--- src/rtl/mux8_rr_arbiter.sv ---
// Round-robin arbiter for an 8-way 16-bit word multiplexer. Holds a registered select for
// the whole grant and releases it on end-of-packet, burst limit or requester abandon.
module mux8_rr_arbiter #(
  parameter int unsigned MAX_BURST = 4
) (
  input  logic       clk,
  input  logic       reset,
  input  logic [7:0] req,
  input  logic [7:0] last,
  input  logic       ready,
  output logic [2:0] sel,
  output logic [7:0] gnt,
  output logic       valid,
  output logic       busy
);

  localparam int unsigned NREQ = 8;
  localparam int unsigned SW   = 3;
  localparam int unsigned CW   = 8;

  typedef enum logic {IDLE, GRANT} state_t;

  state_t          state, state_nx;
  logic [SW-1:0]   ptr, ptr_nx, sel_nx, pick, idx;
  logic [NREQ-1:0] gnt_nx;
  logic [CW-1:0]   cnt, cnt_nx;
  logic            found, xfer, hit_limit;

  // State register
  always_ff @(posedge clk) begin
    if (reset) begin
      state <= IDLE;
      sel   <= '0;
      gnt   <= '0;
      ptr   <= '0;
      cnt   <= '0;
    end else begin
      state <= state_nx;
      sel   <= sel_nx;
      gnt   <= gnt_nx;
      ptr   <= ptr_nx;
      cnt   <= cnt_nx;
    end
  end

  // First requesting index scanning from ptr upward, modulo 8
  always_comb begin
    pick  = ptr;
    found = 1'b0;
    idx   = ptr;
    for (int k = 0; k < int'(NREQ); k++) begin
      idx = ptr + SW'(k);
      if (!found && req[idx]) begin
        pick  = idx;
        found = 1'b1;
      end
    end
  end

  assign xfer      = valid && ready;
  assign hit_limit = (MAX_BURST != 0) && (({1'b0, cnt} + 9'd1) == 9'(MAX_BURST));

  // Next-state logic
  always_comb begin
    state_nx = state;
    sel_nx   = sel;
    gnt_nx   = gnt;
    ptr_nx   = ptr;
    cnt_nx   = cnt;
    case (state)
      IDLE: begin
        gnt_nx = '0;
        if (found) begin
          sel_nx   = pick;
          gnt_nx   = NREQ'(1) << pick;
          cnt_nx   = '0;
          state_nx = GRANT;
        end
      end
      GRANT: begin
        if (xfer) begin
          cnt_nx = (cnt == {CW{1'b1}}) ? cnt : cnt + CW'(1);
          if (last[sel] || hit_limit) begin
            state_nx = IDLE;
            gnt_nx   = '0;
            ptr_nx   = sel + SW'(1);
          end
        end else if (!req[sel]) begin
          state_nx = IDLE;
          gnt_nx   = '0;
          ptr_nx   = sel + SW'(1);
        end
      end
      default: state_nx = IDLE;
    endcase
  end

  // Outputs decoded from registered state and live request
  always_comb begin
    busy  = (state == GRANT);
    valid = busy && req[sel];
  end

endmodule

--- config.mk ---
export PLATFORM = sky130hd
export DESIGN_NAME = mux8_rr_arbiter
export DESIGN_NICKNAME = d
export VERILOG_FILES = /design/src/rtl/mux8_rr_arbiter.sv
export SDC_FILE = /design/constraint.sdc
export NUM_CORES = 1
export LEC_CHECK = 0
export ABC_AREA = 1
export CORE_MARGIN = 2
export CORE_UTILIZATION = 30
export DETAILED_ROUTE_END_ITERATION = 7
export GPL_TIMING_DRIVEN = 0
export PLACE_DENSITY = 0.57
export SYNTH_ARGS = -nofsm -noshare
export SYNTH_HDL_FRONTEND = slang
export SYNTH_SLANG_ARGS = --single-unit
--- constraint.sdc ---
create_clock -name clk -period 2.31 [get_ports clk]
set_input_delay 0.462 -clock clk [delete_from_list [all_inputs] [get_ports clk]]
set_output_delay 0.462 -clock clk [all_outputs]
set_load 0.005 [all_outputs]
### Word level (Yosys, flattened, before mapping)

Index checks and enable logic that the tools add are counted.
Widths: inputs -> output; s select.

* add/sub/neg operators: 10
* $mul: 0
* divide/modulo/power cells: 0
* order comparisons: 9
* equal/unequal tests: 9
* shifts and indexed selects: 1
* multiplexer cells: 52
* bitwise logic cells: 1
* reductions and logical operators: 21

Operator list (count)
* $mux 8: 7
* $lt 3x4->1 const B: 9
* $pmux 8 s2: 2
* $bmux 1 s3: 10
* $mux 3: 10
* $mux 1: 22
* $add 3x3->3 const B: 4
* $add 8x1->9 const B: 1
* $eq 9x3->1 const B: 1
* $logic_and 1x1->1: 9
* $add 8x1->8 const B: 1
* $eq 8x8->1 const B: 1
* $shl 1x3->8 const A: 1
* $logic_not 1->1: 7
* $add 3x1->3 const B: 2
* $add 3x2->3 const B: 2
* $ne 2x2->1 const B: 3
* $reduce_and 3->1: 2
* $ne 2x1->1 const B: 2
* $reduce_and 2->1: 2
* $ne 3x2->1 const B: 1
* $ne 3x3->1 const B: 1
* $pmux 1 s2: 1
* $logic_or 1x1->1: 1
* $not 1->1: 1

* bits in registers: 23
* latch bits: 0
* memory bits (writable): 0
* memory bits (read-only): 0
* input bits: 19
* output and inout bits: 13
* logic and storage cells: 108
* memories kept: 0

### Longest topological paths before layout

* word-level depth: 27
* depth in mapped cells: 23
* gate-level depth less buffers: 21

### Worst setup path before layout

No wires, ideal clock.

* path type: register to register
* start point: register ptr[0]
* end point: register gnt[0]
* library setup time: 0.132 ns
* data arrival time: 2.430 ns
* required time: 2.178 ns
* slack: -0.253 ns
* cell stages (with the launch flop): 18
* path buffers: 3
* period minus slack after synthesis: 2.563 ns
* path through: dfxtp_1 > buf_6 > inv_4 > buf_8 > ha_1 > inv_2 > nand3_1 > nand3_1 > nand2_4 > nor2_4 > nand4_4 > nor2_8 > nand2_1 > o21ai_4 > inv_2 > buf_2 > nand3_1 > a21oi_1

* longest elaborated chain between the ends: 27
* elaborated cells on any way between the ends: 55
* those cells by class: add/sub (7); shift (1); mux (33); reduce/logical (14)

RTL lines
* start: declaration: RTL line 24 `logic [SW-1:0] ptr, ptr_nx, sel_nx, pick, idx;`
* start signal: assignment: RTL line 41 `ptr <= ptr_nx;`
* parallel branches: the longest is 25 deep, another holds $add 3x1->3
* $mux 8 *: RTL line 73 `if (found) begin`
* $pmux 8 s2 *: RTL line 70 `case (state)`
* end signal: assignment: RTL line 40 `gnt <= gnt_nx;`
* end: declaration: RTL line 12 `output logic [7:0] gnt,`

Mark *: on every way between the ends. The select of a mux whose other input is x is not followed.
A chain may end at the register's enable or synchronous reset.

### Worst setup path in the final report

Same ends and word-level chain as after synthesis.

==> flow_summary.yaml <==
global_routing:
  first_pass_grt_wire_length_um: 9830
  antenna_violations_before_repair: 0
  grt_use_total_pct: 16.1
  first_global_vias: 2163
  grt_remaining_overflow: 0
  grt_start_max_net_pins: 14
yosys:
  post_synth_inst_count: 320
  flop_and_latch_count_out_of_synthesis: 23
  sequential_to_total_area_share_from_yosys_stat_pct: 22.5
  synth_area_per_cell_um2: 6.40
  yosys.cell_types.count: 41
  top_cells_by_area_in_the_synthesized_netlist: "sky130_fd_sc_hd__dfxtp_1 (22%), sky130_fd_sc_hd__nand2_1 (17%), sky130_fd_sc_hd__nand3_1 (11%)"
  postSynth.asyncResetShare_pct: 0
  synth_top_family_by_area: "simple AND/OR/NAND/NOR gates"
  synth_largest_type_area_fraction_pct: 22.5
  synth-edff-count: 0
  synth-compound-area-share_pct: 15.5
  synthesized_net_count: 343
  synth.mux.area_fraction_pct: 0
  yosys.area.top_type: "sky130_fd_sc_hd__dfxtp_1"
  ys_warn_count: 0
  ys.flop_type: "sky130_fd_sc_hd__dfxtp_1"
  synth_xor_area_share_pct: 3.30
  syn-cell-area_um2: 2050
  post_synth_and_or_nand_nor_area_fraction_pct: 47.6
  synthAdderAreaFrac_pct: 2.44
placed_design:
  place_hpwl_um: 4230
  place_ws_ns: -0.416
  port-buffer-count: 30
  cell_area_after_placement_um2: 2490
  routabilityCongestion: 0.861
timing:
  hold_viol: 0
  timing_worst_slew_pin_value_ns: 0.620
  slew-limit-headroom_pct: 58.7
  whs_ns: 0.462
  final-setup-viol-count: 19
  post-route-period-util_pct: 109
  max_clock_freq_ghz: 0.397
  final.setup_skew_ns: 0.00479
  period_needed_ns: 2.52
  worst_slack_ns: -0.206
  finalMaxSlewViolations: 0
  rsz0062_at_grt: "yes"
clock_network:
  number_of_buffers_created_by_cts: 3
  cts_root_buffer: "sky130_fd_sc_hd__clkbuf_8"
  htree_levels: 1
  clock_latency_ns: 0.27
  clock_sinks: 23
  cts_tree: "built"
  hold_buffers: 0
  cts.clk_slew.worst_paths_ns: 0.08
  cts.path.max_buffers: 2
floorplan:
  std_cell_rows: 30
  initial_utilization_pct: 30.5
  die-width_um: 86.7
  design.core.area_um2: 6720
  num_io_pins: 32
  die_height_um: 86.7
  design.die.area_um2: 7510
worst_setup_path:
  crit_arrival_ns: 2.65
  crit_family: "simple AND/OR/NAND/NOR gates"
  crit_path_top_delay_cell: "sky130_fd_sc_hd__dfxtp_2"
  worst-endpoint-required_ns: 2.45
  worstPathBufferInverterCount: 6
  critical_path.max_stage_delay_ns: 0.34
  end_kind: "register"
  crit_path_start_kind: "register"
  crit_chain: "buf_6 > inv_6 > buf_12 > ha_4 > inv_6 > nand3_1 > nand2_2 > nand2_1 > nand2_4 > nand4_4 > nor2_8 > nand3_4 > buf_4 > buf_4 > nand3_2 > nand2_4 > nand3_2 > a21oi_2"
  path_class: "reg -> reg"
  crit_path_max_fanout: 6
finish:
  antenna_cells: 0
  layout.cell_area.non_filler_um2: 2920
  flow.area_growth_from_synthesis_pct: 42.4
  layout-drive-gt1-share_pct: 32.6
  final_net_count: 395
  nFillCells: 699
pwr:
  power.density_nw_per_um2: 1430
  total_leakage_power_nw: 1.23
  totalPowerFinal_mw: 4.17
  maximum_vdd_drop_v: 0.000745
run_status:
  failed_checks: "negative setup slack"
  status: "complete, but fails checks"
detailed_routing:
  detail_route.drc_violations: 0
  route.vias.total: 2237
  drtPass1Iterations: 4
  postRouteAntennaNets: 0
  initialDrtViolationCount: 96
  avgRoutedWirePerCell_um: 12.5
  dr_vias_cell: 4.96
  wirelength_um: 5650
flow_run:
  drv.max_cap_violation_count: 0
worst_hold_path:
  worstHoldPathType: "reg -> reg"
per-layer routing:
metal / global-route usage [%] / vias to the layer above / part of all wire, %
met5: 0 / - / 0
met4: 3.98 / 0 / 1.6
met3: 1.81 / 7 / 3.0
met2: 29.8 / 40 / 53
met1: 19.6 / 1036 / 43
li1: - / 1154 / -
layout make-up:
cell class	count	area, um^2	share of cell area, %
clock buffer	3	41.3	1.41
buffer	7	65.1	2.23
clock inverter	1	5.00	0.171
tap	80	100	3.43
sequential	23	468	16.0
inverter	33	141	4.84
multi-input combinational	257	1650	56.7
timing repair buffer	47	444	15.2
cells in the mapped netlist, types with 2 or more instances:
master,number
sky130_fd_sc_hd__o21ai_0,18
sky130_fd_sc_hd__nor2_1,16
sky130_fd_sc_hd__xor2_1,3
sky130_fd_sc_hd__nand4_1,2
sky130_fd_sc_hd__nor2_2,2
sky130_fd_sc_hd__a21oi_2,2
sky130_fd_sc_hd__buf_2,2
sky130_fd_sc_hd__nor2_4,4
sky130_fd_sc_hd__ha_1,4
sky130_fd_sc_hd__nand3_1,45
sky130_fd_sc_hd__inv_2,9
sky130_fd_sc_hd__inv_1,22
sky130_fd_sc_hd__nand2_1,91
sky130_fd_sc_hd__nor3_1,3
sky130_fd_sc_hd__nand2_2,12
sky130_fd_sc_hd__a21oi_1,25
sky130_fd_sc_hd__nand2_4,5
sky130_fd_sc_hd__nand3_2,5
sky130_fd_sc_hd__xor2_2,2
sky130_fd_sc_hd__dfxtp_1,23
sky130_fd_sc_hd__o22ai_1,3
sky130_fd_sc_hd__o21ai_1,3
through the flow:
stage	std cells	setup TNS (ns)	utilization, %
final	451	-2.68	43.4
after global routing	451	-5.89	43.4
after floorplan	320	0	-
after detailed placement	430	-6.87	37.0
after CTS	446	-2.43	41.7
after global placement	430	-6.97	37.0
flip-flops by register name (all words and copies together) (netlist names):
register  cells
cnt           8
busy          1
gnt           8
sel           3
ptr           3
path summary, 6_finish.rpt:
path	from	to	slack, ns	cells after the start
setup / recovery	ptr[0]$_SDFFE_PP0P_	gnt[0]$_SDFFE_PP0P_	-0.21	18
hold / removal	cnt[0]$_SDFFE_PP0P_	cnt[0]$_SDFFE_PP0P_	0.46	1
setup reg to reg	ptr[0]$_SDFFE_PP0P_	gnt[0]$_SDFFE_PP0P_	-0.21	18
hold reg to reg	cnt[0]$_SDFFE_PP0P_	cnt[0]$_SDFFE_PP0P_	0.46	1
logic make-up (layout without fill, tap and decap cells):
group,after synthesis,in the layout
adders and majority gates,4,4
and+or+nand+nor,191,191
xor gates and xnor gates,6,6
DFF,23,23
buffers and inverters,40,91
AOI/OAI and AO/OA,56,56
power breakdown:
group	leakage [nW]	switching [mW]	internal, mW
Combinational	1.01	2.08	1.27
Sequential	0.189	0.0752	0.488
Clock	0.0255	0.132	0.121
cells in the final DEF (no fill, tap or decap), drive strengths merged, types with 2 or more instances in the layout:
master	instances
nand2	108
nand3	51
inv	33
a21oi	27
dfxtp	23
buf	23
nor2	23
o21ai	22
clkdlybuf4s50	21
xor2	5
dlymetal6s2s	4
dlygate4sd2	4
nor3	4
clkbuf	4
ha	4
o22ai	3
nand4	3
o21bai	2
what timing repair did:
action                     in CTS  in global routing
cloned                          1                  0
gates resized for setup        50                 28
setup buffers                  11                  5
pin swaps                      12                 16
setup endpoints to repair      21                 24
Power figures use the tool's default switching activity.
